File: config.mk
export PLATFORM = sky130hd
export DESIGN_NAME = combo_lock_n
export DESIGN_NICKNAME = d
export VERILOG_FILES = /design/src/rtl/combo_lock_pkg.sv /design/src/rtl/lockout_timer.sv /design/src/rtl/combo_lock_n.sv
export SDC_FILE = /design/constraint.sdc
export NUM_CORES = 1
export LEC_CHECK = 0
export BUFFER_PORTS_ARGS = -buffer_cell sky130_fd_sc_hd__buf_2
export CORE_ASPECT_RATIO = 0.5
export CORE_MARGIN = 1
export CORE_UTILIZATION = 60
export CTS_CLUSTER_SIZE = 20
export DETAILED_ROUTE_END_ITERATION = 8
export PLACE_DENSITY = 0.78
export SYNTH_ARGS = -nofsm -noshare
export SYNTH_HDL_FRONTEND = slang
export SYNTH_HIERARCHICAL = 1
export SYNTH_SLANG_ARGS = --single-unit
File: constraint.sdc
create_clock -name clk -period 3.6 [get_ports clk]
set_input_delay 0.18 -clock clk [delete_from_list [all_inputs] [get_ports clk]]
set_output_delay 0.18 -clock clk [all_outputs]
set_load 0.02 [all_outputs]
File: src/rtl/combo_lock_pkg.sv
`default_nettype none
// ============================================================================
//  Module      : combo_lock_pkg
//  Description : Shared types and helpers for the parametrised combination
//                lock. Provides the state encoding and the digit-range check.
//  Revision    : 1.0 - initial release
// ============================================================================
package combo_lock_pkg;

    // Visible on the state_o port, so the values are pinned explicitly.
    typedef enum logic [2:0] {
        ENTRY   = 3'd0,
        CLOSED  = 3'd1,
        LOCKOUT = 3'd2,
        OPEN    = 3'd3,
        PROGRAM = 3'd4
    } state_t;

    localparam int DIGIT_MAX = 9;

    // Takes a 32-bit argument so the check works for any DIGIT_W.
    function automatic logic digit_ok(input logic [31:0] d);
        return (d <= 32'(DIGIT_MAX));
    endfunction

endpackage
`default_nettype wire

File: src/rtl/lockout_timer.sv
`default_nettype none
// ============================================================================
//  Module      : lockout_timer
//  Description : One-shot down counter for the lockout period. Loading sets
//                the count to LOCKOUT_CYCLES-1. The counter then decrements
//                once per cycle. done is high during the cycle in which the
//                count is zero, so the owner spends exactly LOCKOUT_CYCLES
//                cycles waiting.
//  Ports       : clk, rst  - clock and synchronous active-high reset
//                load      - start a new lockout period
//                done      - final cycle of the period
//  Revision    : 1.0 - initial release
// ============================================================================
module lockout_timer #(
    parameter int LOCKOUT_CYCLES = 50_000_000
) (
    input  logic clk,
    input  logic rst,
    input  logic load,
    output logic done
);

    localparam int TW = (LOCKOUT_CYCLES > 1) ? $clog2(LOCKOUT_CYCLES) : 1;
    localparam logic [TW-1:0] C_LOAD = TW'(LOCKOUT_CYCLES - 1);

    logic [TW-1:0] r_cnt;
    logic          r_active;

    always_ff @(posedge clk) begin
        if (rst) begin
            r_cnt    <= '0;
            r_active <= 1'b0;
        end else if (load) begin
            r_cnt    <= C_LOAD;
            r_active <= 1'b1;
        end else if (r_active) begin
            if (r_cnt == '0) begin
                r_active <= 1'b0;
            end else begin
                r_cnt <= r_cnt - TW'(1);
            end
        end
    end

    assign done = r_active && (r_cnt == '0);

endmodule
`default_nettype wire

File: src/rtl/combo_lock_n.sv
`default_nettype none
// ============================================================================
//  Module      : combo_lock_n
//  Description : Parametrised combination lock. The lock compares a stream of
//                digit strobes against a programmable code. It gives the
//                OPEN/CLOSED verdict only after all DIGITS digits have been
//                entered. MAX_TRIES consecutive failures start a timed
//                lockout. A new code can be programmed only while the lock
//                is open.
//  Ports       : clk, rst     - clock and synchronous active-high reset
//                digit        - digit value, qualified by digit_valid
//                digit_valid  - entry strobe
//                retry        - CLOSED -> ENTRY
//                relock       - OPEN -> ENTRY, also aborts PROGRAM
//                prog         - OPEN -> PROGRAM
//                state_o      - current state (combo_lock_pkg::state_t)
//                is_open, is_closed, locked_out - state decodes
//                digit_idx    - digits accepted in the current sequence
//                fail_cnt     - consecutive failed attempts
//                digit_err    - pulse for an out-of-range digit
//  Revision    : 1.0 - initial release
// ============================================================================
module combo_lock_n
    import combo_lock_pkg::*;
#(
    parameter int                        DIGITS         = 6,
    parameter int                        DIGIT_W        = 4,
    parameter logic [DIGITS*DIGIT_W-1:0] DEFAULT_CODE   = 24'h474023,
    parameter int                        MAX_TRIES      = 3,
    parameter int                        LOCKOUT_CYCLES = 50_000_000
) (
    input  logic                             clk,
    input  logic                             rst,
    input  logic [DIGIT_W-1:0]               digit,
    input  logic                             digit_valid,
    input  logic                             retry,
    input  logic                             relock,
    input  logic                             prog,
    output logic [2:0]                       state_o,
    output logic                             is_open,
    output logic                             is_closed,
    output logic                             locked_out,
    output logic [$clog2(DIGITS+1)-1:0]      digit_idx,
    output logic [$clog2(MAX_TRIES+1)-1:0]   fail_cnt,
    output logic                             digit_err
);

    localparam int IW = $clog2(DIGITS + 1);
    localparam int FW = $clog2(MAX_TRIES + 1);
    localparam int CW = DIGITS * DIGIT_W;

    localparam logic [2:0] S_ENTRY   = 3'(ENTRY);
    localparam logic [2:0] S_CLOSED  = 3'(CLOSED);
    localparam logic [2:0] S_LOCKOUT = 3'(LOCKOUT);
    localparam logic [2:0] S_OPEN    = 3'(OPEN);
    localparam logic [2:0] S_PROGRAM = 3'(PROGRAM);

    localparam logic [IW-1:0] C_LAST_IDX = IW'(DIGITS - 1);
    localparam logic [FW-1:0] C_MAX_FAIL = FW'(MAX_TRIES);

    logic [2:0]         r_state;
    logic [IW-1:0]      r_idx;
    logic               r_mismatch;
    logic [FW-1:0]      r_fail;
    logic               r_err;
    logic [CW-1:0]      r_code;
    logic [CW-1:0]      r_shadow;
    logic               r_is_open;
    logic               r_is_closed;
    logic               r_locked_out;

    logic [2:0]         w_nxt_state;
    logic [IW-1:0]      w_nxt_idx;
    logic               w_nxt_mis;
    logic [FW-1:0]      w_nxt_fail;
    logic               w_err;
    logic               w_load;
    logic               w_code_we;
    logic               w_sh_clr;
    logic               w_sh_we;
    logic               w_done;
    logic               w_dok;
    logic               w_dig_bad;
    logic               w_last;
    logic [FW-1:0]      w_fail_inc;
    logic [DIGIT_W-1:0] w_cur;
    logic [CW-1:0]      w_sh_wr;

    lockout_timer #(
        .LOCKOUT_CYCLES (LOCKOUT_CYCLES)
    ) u_timer (
        .clk  (clk),
        .rst  (rst),
        .load (w_load),
        .done (w_done)
    );

    // Select the stored digit at the current index. Build the shadow image
    // with the incoming digit placed at the current index.
    always_comb begin
        w_cur   = '0;
        w_sh_wr = r_shadow;
        for (int i = 0; i < DIGITS; i++) begin
            if (r_idx == IW'(i)) begin
                w_cur                          = r_code[i*DIGIT_W +: DIGIT_W];
                w_sh_wr[i*DIGIT_W +: DIGIT_W]  = digit;
            end
        end
    end

    assign w_dok      = digit_ok(32'(digit));
    assign w_dig_bad  = (digit != w_cur) || !w_dok;
    assign w_last     = (r_idx == C_LAST_IDX);
    assign w_fail_inc = (r_fail >= C_MAX_FAIL) ? C_MAX_FAIL : r_fail + FW'(1);

    always_comb begin
        w_nxt_state = r_state;
        w_nxt_idx   = r_idx;
        w_nxt_mis   = r_mismatch;
        w_nxt_fail  = r_fail;
        w_err       = 1'b0;
        w_load      = 1'b0;
        w_code_we   = 1'b0;
        w_sh_clr    = 1'b0;
        w_sh_we     = 1'b0;
        case (r_state)
            S_ENTRY: begin
                if (digit_valid) begin
                    w_err = !w_dok;
                    if (w_last) begin
                        // The verdict includes the digit that arrives in this cycle.
                        w_nxt_idx = '0;
                        w_nxt_mis = 1'b0;
                        if (!(r_mismatch || w_dig_bad)) begin
                            w_nxt_state = S_OPEN;
                            w_nxt_fail  = '0;
                        end else begin
                            w_nxt_fail = w_fail_inc;
                            if (w_fail_inc == C_MAX_FAIL) begin
                                w_nxt_state = S_LOCKOUT;
                                w_load      = 1'b1;
                            end else begin
                                w_nxt_state = S_CLOSED;
                            end
                        end
                    end else begin
                        w_nxt_idx = r_idx + IW'(1);
                        w_nxt_mis = r_mismatch || w_dig_bad;
                    end
                end
            end
            S_CLOSED: begin
                if (retry) begin
                    w_nxt_state = S_ENTRY;
                end
            end
            S_LOCKOUT: begin
                if (w_done) begin
                    w_nxt_state = S_CLOSED;
                    w_nxt_fail  = '0;
                end
            end
            S_OPEN: begin
                if (relock) begin
                    w_nxt_state = S_ENTRY;
                end else if (prog) begin
                    w_nxt_state = S_PROGRAM;
                    w_nxt_idx   = '0;
                    w_sh_clr    = 1'b1;
                end
            end
            S_PROGRAM: begin
                if (relock) begin
                    w_nxt_state = S_OPEN;
                    w_nxt_idx   = '0;
                end else if (digit_valid) begin
                    if (!w_dok) begin
                        w_err       = 1'b1;
                        w_nxt_state = S_OPEN;
                        w_nxt_idx   = '0;
                    end else begin
                        w_sh_we = 1'b1;
                        if (w_last) begin
                            w_code_we   = 1'b1;
                            w_nxt_state = S_ENTRY;
                            w_nxt_idx   = '0;
                        end else begin
                            w_nxt_idx = r_idx + IW'(1);
                        end
                    end
                end
            end
            default: begin
                w_nxt_state = S_ENTRY;
                w_nxt_idx   = '0;
                w_nxt_mis   = 1'b0;
            end
        endcase
    end

    always_ff @(posedge clk) begin
        if (rst) begin
            r_state      <= S_ENTRY;
            r_idx        <= '0;
            r_mismatch   <= 1'b0;
            r_fail       <= '0;
            r_err        <= 1'b0;
            r_code       <= DEFAULT_CODE;
            r_shadow     <= '0;
            r_is_open    <= 1'b0;
            r_is_closed  <= 1'b0;
            r_locked_out <= 1'b0;
        end else begin
            r_state      <= w_nxt_state;
            r_idx        <= w_nxt_idx;
            r_mismatch   <= w_nxt_mis;
            r_fail       <= w_nxt_fail;
            r_err        <= w_err;
            r_is_open    <= (w_nxt_state == S_OPEN);
            r_is_closed  <= (w_nxt_state == S_CLOSED);
            r_locked_out <= (w_nxt_state == S_LOCKOUT);
            if (w_sh_clr) begin
                r_shadow <= '0;
            end else if (w_sh_we) begin
                r_shadow <= w_sh_wr;
            end
            // The final digit is written straight into the code, so the
            // new code takes effect as a whole in one cycle.
            if (w_code_we) begin
                r_code <= w_sh_wr;
            end
        end
    end

    assign state_o    = r_state;
    assign is_open    = r_is_open;
    assign is_closed  = r_is_closed;
    assign locked_out = r_locked_out;
    assign digit_idx  = r_idx;
    assign fail_cnt   = r_fail;
    assign digit_err  = r_err;

endmodule
`default_nettype wire

**Word level (Yosys, flattened, before mapping)**

Cells that the tools add are included.

- $add $sub $neg: 3
- $mul: 0
- Div/mod/pow operators: 0
- Magnitude comparators: 2
- Equality and inequality tests: 21
- Shift operators: 0
- Multiplexer cells: 70
- Bitwise logic cells: 3
- Reduce and logical (&&, ||, !) cells: 18

Operators with widths:

| kind | number |
|---|---|
| $mux W26 | 3 |
| $mux W3 | 17 |
| $mux W4 | 12 |
| $logic_not A26 Y1 | 1 |
| $mux W1 | 26 |
| $sub A26 B1 Y26 const B | 1 |
| $eq A3 B2 Y1 const B | 6 |
| $pmux W3 S5 | 1 |
| $mux W2 | 7 |
| $pmux W3 S4 | 1 |
| $eq A3 B1 Y1 const B | 3 |
| $eq A3 B3 Y1 const B | 3 |
| $ne A2 B2 Y1 const B | 4 |
| $logic_not A3 Y1 | 2 |
| $reduce_and A2 Y1 | 3 |
| $reduce_or A2 Y1 | 3 |
| $reduce_and A5 Y1 | 1 |
| $le A4 B4 Y1 const B | 1 |
| $ne A2 B1 Y1 const B | 2 |
| $ne A4 B4 Y1 | 1 |
| $pmux W1 S2 | 2 |
| $pmux W2 S2 | 1 |
| $reduce_and A4 Y1 | 1 |
| $reduce_bool A2 Y1 | 2 |
| other kinds (10) | 13 |

- Flip-flop bits (word level): 88
- Latch bits: 0
- Memory bits (writable): 0
- Bits in read-only memories: 0
- Input bits: 10
- Output and inout port bits: 12
- Word-level logic and storage cells: 130
- Memories: 0

**Depth between registers and ports, before layout**

- Word-level depth: 16
- Depth in mapped cells: 16
- Mapped depth without buffers: 12

**Hierarchy**

Netlist, hierarchy kept.

Modules (own cells, without submodules):

| module | times used | cells each | area an instance (sq um) | sequential area each (sq um) |
|---|---|---|---|---|
| combo_lock_n | 1 | 335 | 2722.6 | 1141.1 |
| lockout_timer | 1 | 171 | 1508.9 | 540.5 |

**Least setup slack after synthesis**

OpenSTA, ideal clock, no wires.

- Kind: register to register
- From: register r_idx[0], in the netlist digit_idx[0]
- To: register u_timer.r_cnt[10]
- Setup time: 0.065 ns
- Arrival time: 3.282 ns
- Data required time: 3.535 ns
- Setup slack: 0.254 ns
- Stages on the path, launching flop included: 16
- Cells stage by stage: dfxtp_1 > buf_4 > buf_2 > and2_1 > ha_1 > buf_2 > inv_1 > o311ai_0 > xnor2_1 > or4_1 > buf_2 > and3_1 > clkbuf_1 > or2_2 > buf_1 > nor2_1

- Cells in the longest elaborated chain, start to end: 15
- Elaborated cells on any way between the ends: 20

Ends and longest elaborated chain:

| element | RTL line | RTL |
|---|---|---|
| from (decl) | combo_lock_n.sv:62 | `logic [IW-1:0] r_idx;` |
| from (signal assigned) | combo_lock_n.sv:215 | `r_idx <= w_nxt_idx;` |
| $logic_not A3 Y1 | combo_lock_n.sv:104 | `if (r_idx == IW'(i)) begin` |
| $mux W4 (6 in a row) | combo_lock_n.sv:104 |  |
| $ne A4 B4 Y1 | combo_lock_n.sv:112 | `assign w_dig_bad = (digit != w_cur) \|\| !w_dok;` |
| $logic_or A1 B1 Y1 | combo_lock_n.sv:112 |  |
| $logic_or A1 B1 Y1 | combo_lock_n.sv:134 | `if (!(r_mismatch \|\| w_dig_bad)) begin` |
| $mux W1 | combo_lock_n.sv:134 |  |
| $mux W1 * | combo_lock_n.sv:130 | `if (w_last) begin` |
| $mux W1 * | combo_lock_n.sv:128 | `if (digit_valid) begin` |
| $mux W1 * | combo_lock_n.sv:126 | `case (r_state)` |
| net w_load | combo_lock_n.sv:77 | `logic w_load;` |
| $reduce_or A2 Y1 (no line) * | - |  |
| to (signal assigned) | lockout_timer.sv:40 | `r_cnt <= r_cnt - TW'(1);` |
| to (decl) | lockout_timer.sv:26 | `logic [TW-1:0] r_cnt;` |

The timed path passes the listed nets; every way through them passes the cells marked *.
A chain may end at the register's enable or synchronous reset.

**Worst setup path after layout**

- From: register r_idx[1], in the netlist digit_idx[1]
- To: register u_timer.r_cnt[23]

- Cells in the longest elaborated chain, start to end: 16
- Elaborated cells on any way between the ends: 23

Ends and longest elaborated chain:

| element | RTL line |
|---|---|
| $logic_not A3 Y1 | combo_lock_n.sv:104 |
| $mux W4 (6 in a row) | combo_lock_n.sv:104 |
| $ne A4 B4 Y1 | combo_lock_n.sv:112 |
| $logic_or A1 B1 Y1 | combo_lock_n.sv:112 |
| $logic_or A1 B1 Y1 | combo_lock_n.sv:134 |
| $mux W1 | combo_lock_n.sv:134 |
| $mux W1 * | combo_lock_n.sv:130 |
| $mux W1 * | combo_lock_n.sv:128 |
| $mux W1 * | combo_lock_n.sv:126 |
| net w_load | combo_lock_n.sv:77 |
| $ne A2 B1 Y1 (no line) or $reduce_bool A2 Y1 (tied branches) | - |
| $reduce_and A2 Y1 (no line) | - |

Marks and branches as above.

==> results.md <==
- For this design, the CTS-stage hold fixing added 0 buffers.
- The end point of the critical path is u_timer/r_cnt[23].
- The clock passes through at most 2 buffers.
- The worst-skew pair later-pin latency is 0.34 ns.
- The TritonCTS buffer count is 9.
- The number of nets handed over by synthesis was 518.
- Dividing the detail-routed via count by the number of cells gives 6.01.
- The worst slack at placement is 0.467 ns.
- Counting every instance in the synthesized netlist gives 506.
- The worst-case vdd ir drop is 207 uV.
- The number of diodes is 0.
- The area growth from synthesis to layout is 9.02%.
- The synthesis warning total is 6.
- The max-cap violation count is 0.
- STA puts the critical path data required time at 3.86 ns.
- The run finished with clean final reports.
- The worst setup path is captured at a register.
- The synthesized design contains 0 enable-type register cells.
- After the first detailed-routing iteration, the DRC count stood at 256.
- The count of nets left with antenna violations once routing finished came out at 0.
- The congestion estimate from routability-driven global placement came to 0.841.
- In the finished design, the share of the clock period the worst path needs comes to 89.2%.
- After detailed routing, the average wire length per cell comes to 15.2 um.
- Setup repair after global routing left no endpoint under its margin.
- The area of the mapped netlist is 4230 um^2.
- The final setup violation count is 0.
- Adding up every negative setup slack in the final design gives 0 ns.
- The leakage power is 1.71 nW.
- The clock tree synthesis step divided the H-tree into 3 levels.
- The final hold violation count is 0.
- The via count of the first global-routing pass is 3,176.
- The remaining design rule violation count is 0.
- The source of the critical timing path is digit_idx[1].
- The data arrival time of the critical path is 3.47 ns.
- TritonCTS built the clock tree.
- The maximum net fanout on the critical path is 11.
- The first global-routing pass estimated 15,500 um of wire.
- The path type of the worst setup path is reg -> reg.
- Based on the critical path, the design can be clocked at up to 0.311 GHz.
- After synthesis, flip-flops and latches occupy 39.7% of the total area.
- Clock skew on the completed layout was measured at 0.00319 ns.
- The die is 61.4 um tall.
- Along the worst hold path, the cell count comes to 3.
- The count of non-filler cells in the finished layout is 611.
- In this run the critical register-to-register path is captured at u_timer/r_cnt[23].
- Before antenna repair, the detailed router went through 4 iterations.
- The startpoint type of the worst setup path is a register.
- The die is 121 um wide.
- The relative max-transition margin is 44.0%.
- The dominant register cell in the synthesized netlist is dfxtp_1.
- The layout has 556 filler cells.
- For the worst flop-to-flop path, the logic depth is 12.
- The CTS root buffer is clkbuf_16.
- In this run the standard cell core region covers 6750 um^2.
- In the final layout, the share of cells above drive strength 1 is 12.1%.
- Summing over every cut layer, the via total after detailed routing is 3,670.
- The total wirelength of the detailed-routed design is 9260 um.
- The die area is 7410 um^2.
- The largest net degree at the start of global routing is 52.
- In the final design database the tool counted 526 nets.
- The setup slack after layout is 0.387 ns.
- The I/O pin count is 22.
- Including well taps, the total number of placed cells is 595.
- Once the floorplan was initialized, standard cells occupied 62.7% of the core.
- The power density over the cells is 402 nW/um^2.
- Averaged over all synthesized cells, the footprint is 8.36 um^2.
- Counting every sink on the clock net gives 84.
- The overall routing resource usage is 27.3%.
- The number of buffers inserted by port buffering is 21.
- The number of setup buffers added after CTS is 0.
- The sum of net half-perimeters after detailed placement is 6220 um.
- The floorplan has 21 rows.
- The pin slew with the least headroom to its limit is 0.837 ns.
- The number of gates given a new drive strength after cts is 0.
- The worst path needs 3.21 ns of the cycle, external delays included.
- The setup slack of the worst register-to-register path is 0.39 ns.
- For this run, asynchronously set or reset flops after synthesis account for 0%.
- The critical register-to-register path startpoint is digit_idx[1].
- The number of distinct library cells after synthesis is 69.
- The type of the most critical hold path is in -> reg.
- After clock tree synthesis, the clock-pin slew on the worst setup and hold paths is 0.06 ns.
- The number of antenna violations at the first check in global routing is 0.
- The total overflow left after global routing is 0.
- The total count of max-transition violations in the final report came to 0.
- The register bit total from synthesis is 84.
-- how the worst min path moves through the flow --
| stage | from | to | slack, ns |
|---|---|---|---|
| finish | digit[0] | r_code[20] | 0.21 |
| detailed placement | r_shadow[4] | r_code[4] | 0.45 |
| global placement | r_shadow[6] | r_code[6] | 0.44 |
| global route | digit[2] | r_code[22] | 0.22 |
| floorplan | rst | is_open | 0.38 |
| CTS | digit[2] | r_code[22] | 0.20 |
-- metrics by stage --
| stage | util (%) | hold WS [ns] | area [um^2] | total power [mW] |
|---|---|---|---|---|
| 2_1_floorplan | - | 0.382 | 4230 | 1.02 |
| 4_1_cts | 68.3 | 0.200 | 4610 | 1.87 |
| 3_3_place_gp | 64.4 | 0.440 | 4350 | 1.05 |
| 6_report | 68.3 | 0.214 | 4610 | 1.85 |
| 5_1_grt | 68.3 | 0.220 | 4610 | 1.92 |
| 3_5_place_dp | 64.4 | 0.446 | 4350 | 1.05 |
-- worst max-delay path, cell delays in order (launching register included) --
cell	delay, ns
dfxtp_1	0.32
and2_1	0.12
ha_1	0.41
o21ai_0	0.16
o2bb2ai_1	0.16
or4_1	0.41
nand4_1	0.09
or4_1	0.19
and3_1	0.42
inv_1	0.16
and3_1	0.20
mux2_1	0.28
a211oi_1	0.19
-- cell families after synthesis --
logic type                 Yosys count  share of synthesized area [%]
and+or+nand+nor                    214                           25.7
muxes                               31                           7.45
DFF                                 84                           39.7
adders and majority gates            2                          0.591
buffers and inverters               47                           5.44
xor gates and xnor gates            22                           4.55
AOI/OAI and AO/OA                  106                           16.5
-- Yosys cell counts (5+ instances only) --
library cell | count | area share (%)
nor4_1 | 8 | 1.2
buf_2 | 12 | 1.4
nor3_1 | 14 | 1.7
and3_1 | 5 | 0.74
nor2_1 | 61 | 5.4
inv_1 | 11 | 0.98
xnor2_1 | 8 | 1.7
o21ai_0 | 15 | 1.8
mux2i_1 | 27 | 6.4
nand2_1 | 62 | 5.5
o211ai_1 | 9 | 1.6
nand3_1 | 20 | 2.4
a211oi_1 | 10 | 1.8
clkbuf_1 | 16 | 1.4
nand4_1 | 6 | 0.89
dfxtp_1 | 84 | 40
a21oi_1 | 41 | 4.8
xor2_1 | 14 | 2.9
-- registers in the layout (all words and copies together), names as in the netlist --
register,flops
state_o,3
digit_idx,3
is_closed,1
u_timer/r_active,1
u_timer/r_cnt,26
digit_err,1
locked_out,1
r_mismatch,1
is_open,1
r_shadow,20
fail_cnt,2
r_code,24
-- per-layer routing --
metal / GRT usage (%) / vias to the layer above / part of all wire [%]
met5: 0 / - / 0
met4: 9.88 / 0 / 1.4
met3: 5.93 / 11 / 5.6
met2: 45.8 / 99 / 46
met1: 35.8 / 1740 / 47
li1: - / 1820 / -
-- area by class of cell --
cell class	instances	area [um^2]	share of cell area (%)
tap	92	115	2.50
clock inverter	2	10.0	0.217
sequential	84	1680	36.5
timing repair buffer	32	188	4.07
multi-input combinational	375	2320	50.3
clock buffer	14	254	5.51
inverter	12	45.0	0.976
-- layout by cell type, fill, tap and decap left out, types with 3 or more instances in the layout --
master	netlist	routed
buf_4	1	11
nor3_1	14	14
or4_1	4	4
nor2b_1	3	3
nand4_1	6	6
buf_2	12	21
dfxtp_1	84	84
clkbuf_1	16	4
xnor2_1	8	8
xor2_1	14	14
nand2_1	62	62
and3_1	5	5
nor4_1	8	8
and2_1	4	4
o211ai_1	9	9
nand3_1	20	20
o21ai_0	15	15
a311oi_1	3	3
a211o_1	3	3
a211oi_1	10	10
o21a_1	3	3
a31oi_1	3	3
clkbuf_16	0	9
mux2i_1	27	27
nor2_1	61	61
a21oi_1	41	41
o2111ai_1	4	4
inv_1	11	11
-- power breakdown --
| part | switching, mW | internal (mW) |
|---|---|---|
| combinational | 0.0621 | 0.0309 |
| sequential | 0.00164 | 0.933 |
| clock | 0.343 | 0.484 |
| total | 0.407 | 1.45 |
Power figures use the tool's default switching activity.
